### config.mk
export PLATFORM = sky130hd
export DESIGN_NAME = sram_fb_writer
export DESIGN_NICKNAME = d
export VERILOG_FILES = /design/src/rtl/sram_fb_writer.sv
export SDC_FILE = /design/constraint.sdc
export NUM_CORES = 1
export LEC_CHECK = 0
export ABC_AREA = 1
export CELL_PAD_IN_SITES_DETAIL_PLACEMENT = 1
export CELL_PAD_IN_SITES_GLOBAL_PLACEMENT = 1
export CORE_MARGIN = 3
export CORE_UTILIZATION = 47
export CTS_CLUSTER_DIAMETER = 40
export CTS_CLUSTER_SIZE = 30
export DETAILED_ROUTE_END_ITERATION = 10
export PLACE_DENSITY = 0.84
export SLEW_MARGIN = 20
export SYNTH_ARGS = -nofsm -noshare
export SYNTH_HDL_FRONTEND = slang
export SYNTH_SLANG_ARGS = --single-unit
### constraint.sdc
create_clock -name clk_2M -period 12.15 [get_ports clk_2M]
set_input_delay 2.43 -clock clk_2M [delete_from_list [all_inputs] [get_ports clk_2M]]
set_output_delay 2.43 -clock clk_2M [all_outputs]
set_load 0.1 [all_outputs]
### src/rtl/sram_fb_writer.sv
// ============================================================================
// Module  : sram_fb_writer
// Brief   : FIFO-buffered pixel writer driving asynchronous-SRAM write cycles.
// Revision: 1.0 - initial release
// ============================================================================
`default_nettype none

module sram_fb_writer #(
    parameter int ADDR_W     = 16,
    parameter int DATA_W     = 16,
    parameter int FIFO_DEPTH = 4,
    parameter int WE_CYCLES  = 1,
    parameter int FRAME_LAST = 19661
) (
    input  logic              clk_2M,
    input  logic              rst,
    input  logic              in_valid,
    input  logic [ADDR_W-1:0] in_addr,
    input  logic [DATA_W-1:0] in_data,
    output logic              in_ready,
    output logic [ADDR_W-1:0] sram_addr,
    output logic [DATA_W-1:0] sram_dq_o,
    output logic              sram_dq_oe,
    output logic              sram_ce_n,
    output logic              sram_we_n,
    output logic              busy,
    output logic              frame_done,
    output logic [15:0]       overflow_cnt,
    output logic              range_err
);

    localparam int PTR_W = (FIFO_DEPTH > 1) ? $clog2(FIFO_DEPTH) : 1;
    localparam int CNT_W = PTR_W + 1;
    localparam int STB_W = (WE_CYCLES > 1) ? $clog2(WE_CYCLES) : 1;

    localparam logic [ADDR_W-1:0] LAST_ADDR = ADDR_W'(FRAME_LAST);
    localparam logic [CNT_W-1:0]  FULL_CNT  = CNT_W'(FIFO_DEPTH);
    localparam logic [STB_W-1:0]  STB_LAST  = STB_W'(WE_CYCLES - 1);

    typedef enum logic [1:0] {
        ST_IDLE   = 2'd0,
        ST_SETUP  = 2'd1,
        ST_STROBE = 2'd2,
        ST_HOLD   = 2'd3
    } state_t;

    state_t              state_q, state_d;
    logic [PTR_W-1:0]    wr_ptr_q, wr_ptr_d;
    logic [PTR_W-1:0]    rd_ptr_q, rd_ptr_d;
    logic [CNT_W-1:0]    count_q, count_d;
    logic                in_ready_q, in_ready_d;
    logic [ADDR_W-1:0]   sram_addr_q, sram_addr_d;
    logic [DATA_W-1:0]   sram_dq_q, sram_dq_d;
    logic                dq_oe_q, dq_oe_d;
    logic                ce_n_q, ce_n_d;
    logic                we_n_q, we_n_d;
    logic [STB_W-1:0]    stb_cnt_q, stb_cnt_d;
    logic                frame_done_q, frame_done_d;
    logic [15:0]         ovf_q, ovf_d;
    logic                range_err_q, range_err_d;

    logic [ADDR_W+DATA_W-1:0] fifo_mem [FIFO_DEPTH];

    logic              in_range;
    logic              push;
    logic              pop;
    logic [ADDR_W-1:0] head_addr;
    logic [DATA_W-1:0] head_data;

    always_comb begin
        in_range               = (in_addr <= LAST_ADDR);
        push                   = in_valid && in_ready_q && in_range;
        pop                    = (count_q != '0) && ((state_q == ST_IDLE) || (state_q == ST_HOLD));
        {head_addr, head_data} = fifo_mem[rd_ptr_q];

        state_d      = state_q;
        sram_addr_d  = sram_addr_q;
        sram_dq_d    = sram_dq_q;
        dq_oe_d      = dq_oe_q;
        ce_n_d       = ce_n_q;
        we_n_d       = we_n_q;
        stb_cnt_d    = stb_cnt_q;
        frame_done_d = 1'b0;

        case (state_q)
            ST_IDLE: ;
            ST_SETUP: begin
                state_d   = ST_STROBE;
                we_n_d    = 1'b0;
                stb_cnt_d = STB_LAST;
            end
            ST_STROBE: begin
                if (stb_cnt_q == '0) begin
                    state_d = ST_HOLD;
                    we_n_d  = 1'b1;
                end else begin
                    stb_cnt_d = stb_cnt_q - 1'b1;
                end
            end
            ST_HOLD: begin
                frame_done_d = (sram_addr_q == LAST_ADDR);
                state_d      = ST_IDLE;
                ce_n_d       = 1'b1;
                dq_oe_d      = 1'b0;
            end
            default: state_d = ST_IDLE;
        endcase

        // A pop from IDLE or HOLD starts the next write cycle on the same edge
        if (pop) begin
            state_d     = ST_SETUP;
            sram_addr_d = head_addr;
            sram_dq_d   = head_data;
            ce_n_d      = 1'b0;
            we_n_d      = 1'b1;
            dq_oe_d     = 1'b1;
        end

        wr_ptr_d   = wr_ptr_q + PTR_W'(push);
        rd_ptr_d   = rd_ptr_q + PTR_W'(pop);
        count_d    = count_q + CNT_W'(push) - CNT_W'(pop);
        in_ready_d = (count_d != FULL_CNT);

        ovf_d = ovf_q;
        if (in_valid && !in_ready_q && in_range && (ovf_q != 16'hFFFF)) begin
            ovf_d = ovf_q + 16'd1;
        end
        range_err_d = range_err_q || (in_valid && !in_range);
    end

    always_ff @(posedge clk_2M) begin
        if (rst) begin
            state_q      <= ST_IDLE;
            wr_ptr_q     <= '0;
            rd_ptr_q     <= '0;
            count_q      <= '0;
            in_ready_q   <= 1'b1;
            sram_addr_q  <= '0;
            sram_dq_q    <= '0;
            dq_oe_q      <= 1'b0;
            ce_n_q       <= 1'b1;
            we_n_q       <= 1'b1;
            stb_cnt_q    <= '0;
            frame_done_q <= 1'b0;
            ovf_q        <= '0;
            range_err_q  <= 1'b0;
        end else begin
            state_q      <= state_d;
            wr_ptr_q     <= wr_ptr_d;
            rd_ptr_q     <= rd_ptr_d;
            count_q      <= count_d;
            in_ready_q   <= in_ready_d;
            sram_addr_q  <= sram_addr_d;
            sram_dq_q    <= sram_dq_d;
            dq_oe_q      <= dq_oe_d;
            ce_n_q       <= ce_n_d;
            we_n_q       <= we_n_d;
            stb_cnt_q    <= stb_cnt_d;
            frame_done_q <= frame_done_d;
            ovf_q        <= ovf_d;
            range_err_q  <= range_err_d;
        end
    end

    always_ff @(posedge clk_2M) begin
        if (push) begin
            fifo_mem[wr_ptr_q] <= {in_addr, in_data};
        end
    end

    assign in_ready     = in_ready_q;
    assign sram_addr    = sram_addr_q;
    assign sram_dq_o    = sram_dq_q;
    assign sram_dq_oe   = dq_oe_q;
    assign sram_ce_n    = ce_n_q;
    assign sram_we_n    = we_n_q;
    assign busy         = (state_q != ST_IDLE) || (count_q != '0);
    assign frame_done   = frame_done_q;
    assign overflow_cnt = ovf_q;
    assign range_err    = range_err_q;

endmodule

`default_nettype wire

==> impl_metrics.json <==
{
  "drive_gt1_frac": 0.0770,
  "place_inst": 1015,
  "cp_slowest_cell": "nand2_1",
  "dieArea_mm2": 0.0180,
  "ys_warn_count": 0,
  "grt_max_degree": 70,
  "die_w_um": 134,
  "grt_antenna_before_repair": 0,
  "clock_skew_ps": 8.24,
  "globalRoute.totalOverflow": 0,
  "drt_iter0_markers": 371,
  "p_per_area_mw_per_mm2": 237,
  "cts_hold_buf": 0,
  "cp_slowest_stage_delay_ps": 740,
  "required_ps": 12470,
  "cts_buffer_depth": 2,
  "fin_crit_ps": 5740,
  "r2r_setup_slack_ps": 9740,
  "cts-root-buf": "clkbuf_16",
  "postCtsSetupBuffers": 0,
  "io_pins": 90,
  "pre_cts_ws_ps": 6040,
  "clk_latency_ps": 440,
  "detailed_place_hpwl_um": 12400,
  "crit_chain": "clkdlybuf4s50_1, nor2_2, nand3_1, nor2_2, nand3_1, nand2_1, nand3_2, ha_1, inv_1, ha_1, fa_1, nand2_1, nand2_1, nor2_1, nand3_1",
  "vias_per_cell": 5.46,
  "initial_utilization": 0.484,
  "cp_max_fo": 29,
  "netlist-cell-type-count": 31,
  "area_growth_syn_to_layout_pct": 21.8,
  "setup-tns-final_ps": 0,
  "critical_path_arrival_ps": 6060,
  "max_freq_ghz": 0.174,
  "final_nets": 863,
  "clkSlewWorstSetupHoldPaths_ps": 70,
  "wl_per_cell_um": 18.9,
  "finalHoldViolCount": 0,
  "seq_area_mm2": 0.00511,
  "startpoint_type": "primary input",
  "seq_area_frac_synth": 0.662,
  "die_y_um": 134,
  "gp_congestion": 0.797,
  "critical_path_buf_inv_count": 2,
  "synth.avg_cell_area_um2": 10.4,
  "vias": 5717,
  "post-route-drc-count": 0,
  "synth_nets": 784,
  "finalPower_uw": 2220,
  "fill_cells": 1732,
  "leakagePower_uw": 0.00337,
  "multi_input_comb_area_mm2": 0.00224,
  "grt_pass1_vias": 6206,
  "hold_path.class": "register to register",
  "grt_usage": 0.229,
  "h-tree-depth": 4,
  "clock_sinks": 191,
  "synthCells": 739,
  "path_class": "primary input to register",
  "syn_area_mm2": 0.00771,
  "grt_pass1_wl_um": 32000,
  "ys_seq_elements": 191,
  "end_kind": "register",
  "drt_wl_total_um": 19800,
  "final_cells": 1047,
  "cpLargestDelayFamily": "simple AND/OR/NAND/NOR gates",
  "postRouteAntennaNets": 0,
  "portBuffers": 89,
  "layout_setup_ws_ps": 6410,
  "rows": 46,
  "cts_resized": 0,
  "core_region_area_mm2": 0.0159,
  "worst_pin_slew_ps": 1050,
  "peakVddDrop_mv": 0.132,
  "n_antenna_cell": 0,
  "status": "completed",
  "cts_buffers": 17,
  "setup_violations": 0,
  "period_share": 0.473,
  "drv_slew": 0,
  "rsz0062_at_grt": "no",
  "max_cap_viol_count": 0,
  "tritoncts": "done",
  "slew_headroom": 0.302,
  "first_pass_iters": 4
}
==> path summary, 6_finish.rpt <==
kind,cells after the start,start,endpoint
worst min register to register,1,range_err$_SDFF_PP0_,range_err$_SDFF_PP0_
worst max register to register,11,state_q[1]$_SDFFE_PP0P_,in_ready$_SDFF_PP1_
worst min-delay path,1,range_err$_SDFF_PP0_,range_err$_SDFF_PP0_
worst max-delay path,15,in_addr[13],in_ready$_SDFF_PP1_
==> per-stage QoR <==
step	area, um^2	hold WS [ps]	utilization
final	9390	475	0.589
after global routing	9390	500	0.589
after CTS	9390	479	0.589
after detailed placement	8790	463	0.551
after global placement	8790	450	0.551
after floorplan	7710	520	-
==> Yosys cell counts <==
cell,number,area [um^2]
nor2_1,166,623
edfxtp_1,128,3840
o21ai_0,93,465
nand2_1,67,251
dfxtp_1,63,1260
inv_1,52,195
a31oi_1,32,200
clkbuf_1,21,78.8
nand3_1,21,105
nand4_1,18,113
buf_2,14,70.1
ha_1,9,113
a21oi_1,8,40.0
nor2_2,7,43.8
nor3_1,7,35.0
o21ai_1,6,30.0
inv_2,4,15.0
nand3_2,3,30.0
nor2_4,3,33.8
xnor2_1,3,26.3
buf_6,2,22.5
nor4_1,2,12.5
xor2_1,2,17.5
buf_1,1,3.75
fa_1,1,20.0
nand4_4,1,21.3
nor3_2,1,10.0
nor3b_1,1,7.51
o21a_1,1,7.51
o21bai_1,1,7.51
or2_1,1,6.26
==> area by class of cell <==
class                           count  area share
Sequential cell                   191       0.544
Tap cell                          216      0.0288
Multi-Input combinational cell    454       0.239
Clock buffer                       18      0.0457
Inverter                           56      0.0224
Clock inverter                     14      0.0180
Timing Repair Buffer               98       0.102
==> sequential cells by signal, summed over array words and instances (netlist names), 2 cells and up <==
register,cells
fifo_mem,128
overflow_cnt,16
sram_addr,16
sram_dq_o,16
count_q,3
rd_ptr_q,2
state_q,2
wr_ptr_q,2
==> placed cells by master (no fill, tap or decap), drive strengths merged <==
| cell | instances |
|---|---|
| a21oi | 8 |
| xor2 | 2 |
| nor4 | 2 |
| xnor2 | 3 |
| clkinvlp | 5 |
| o21bai | 1 |
| nor3 | 8 |
| o21ai | 99 |
| bufinv | 3 |
| inv | 57 |
| or2 | 1 |
| buf | 9 |
| fa | 1 |
| clkdlybuf4s50 | 89 |
| nand3 | 24 |
| edfxtp | 128 |
| nor3b | 1 |
| nand2 | 67 |
| clkbuf | 18 |
| dfxtp | 63 |
| a31oi | 32 |
| clkinv | 5 |
| nor2 | 176 |
| nand4 | 19 |
| ha | 9 |
| o21a | 1 |
==> where the power goes <==
group	internal [uW]	switching (uW)	total, uW
logic	200	655	855
clock network	323	243	566
registers	759	42.5	801
==> metal layers <==
| layer | vias to the layer above | share of wire | GRT usage |
|---|---|---|---|
| li1 | 2693 | - | - |
| met5 | - | 0 | 0 |
| met4 | 0 | 0.022 | 0.0894 |
| met2 | 138 | 0.53 | 0.416 |
| met1 | 2851 | 0.40 | 0.271 |
| met3 | 35 | 0.044 | 0.0424 |
==> cell families (layout without fill, tap and decap cells) <==
family                     Yosys count  count (layout)  share of synthesized area
and+or+nand+nor                    298             298                      0.168
adders and majority gates           10              10                     0.0172
DFF                                191             191                      0.662
xor gates and xnor gates             5               5                    0.00568
buffers and inverters               94             186                     0.0500
AOI/OAI and AO/OA                  141             141                     0.0974
No activity file was read; power rests on OpenSTA's default activity.
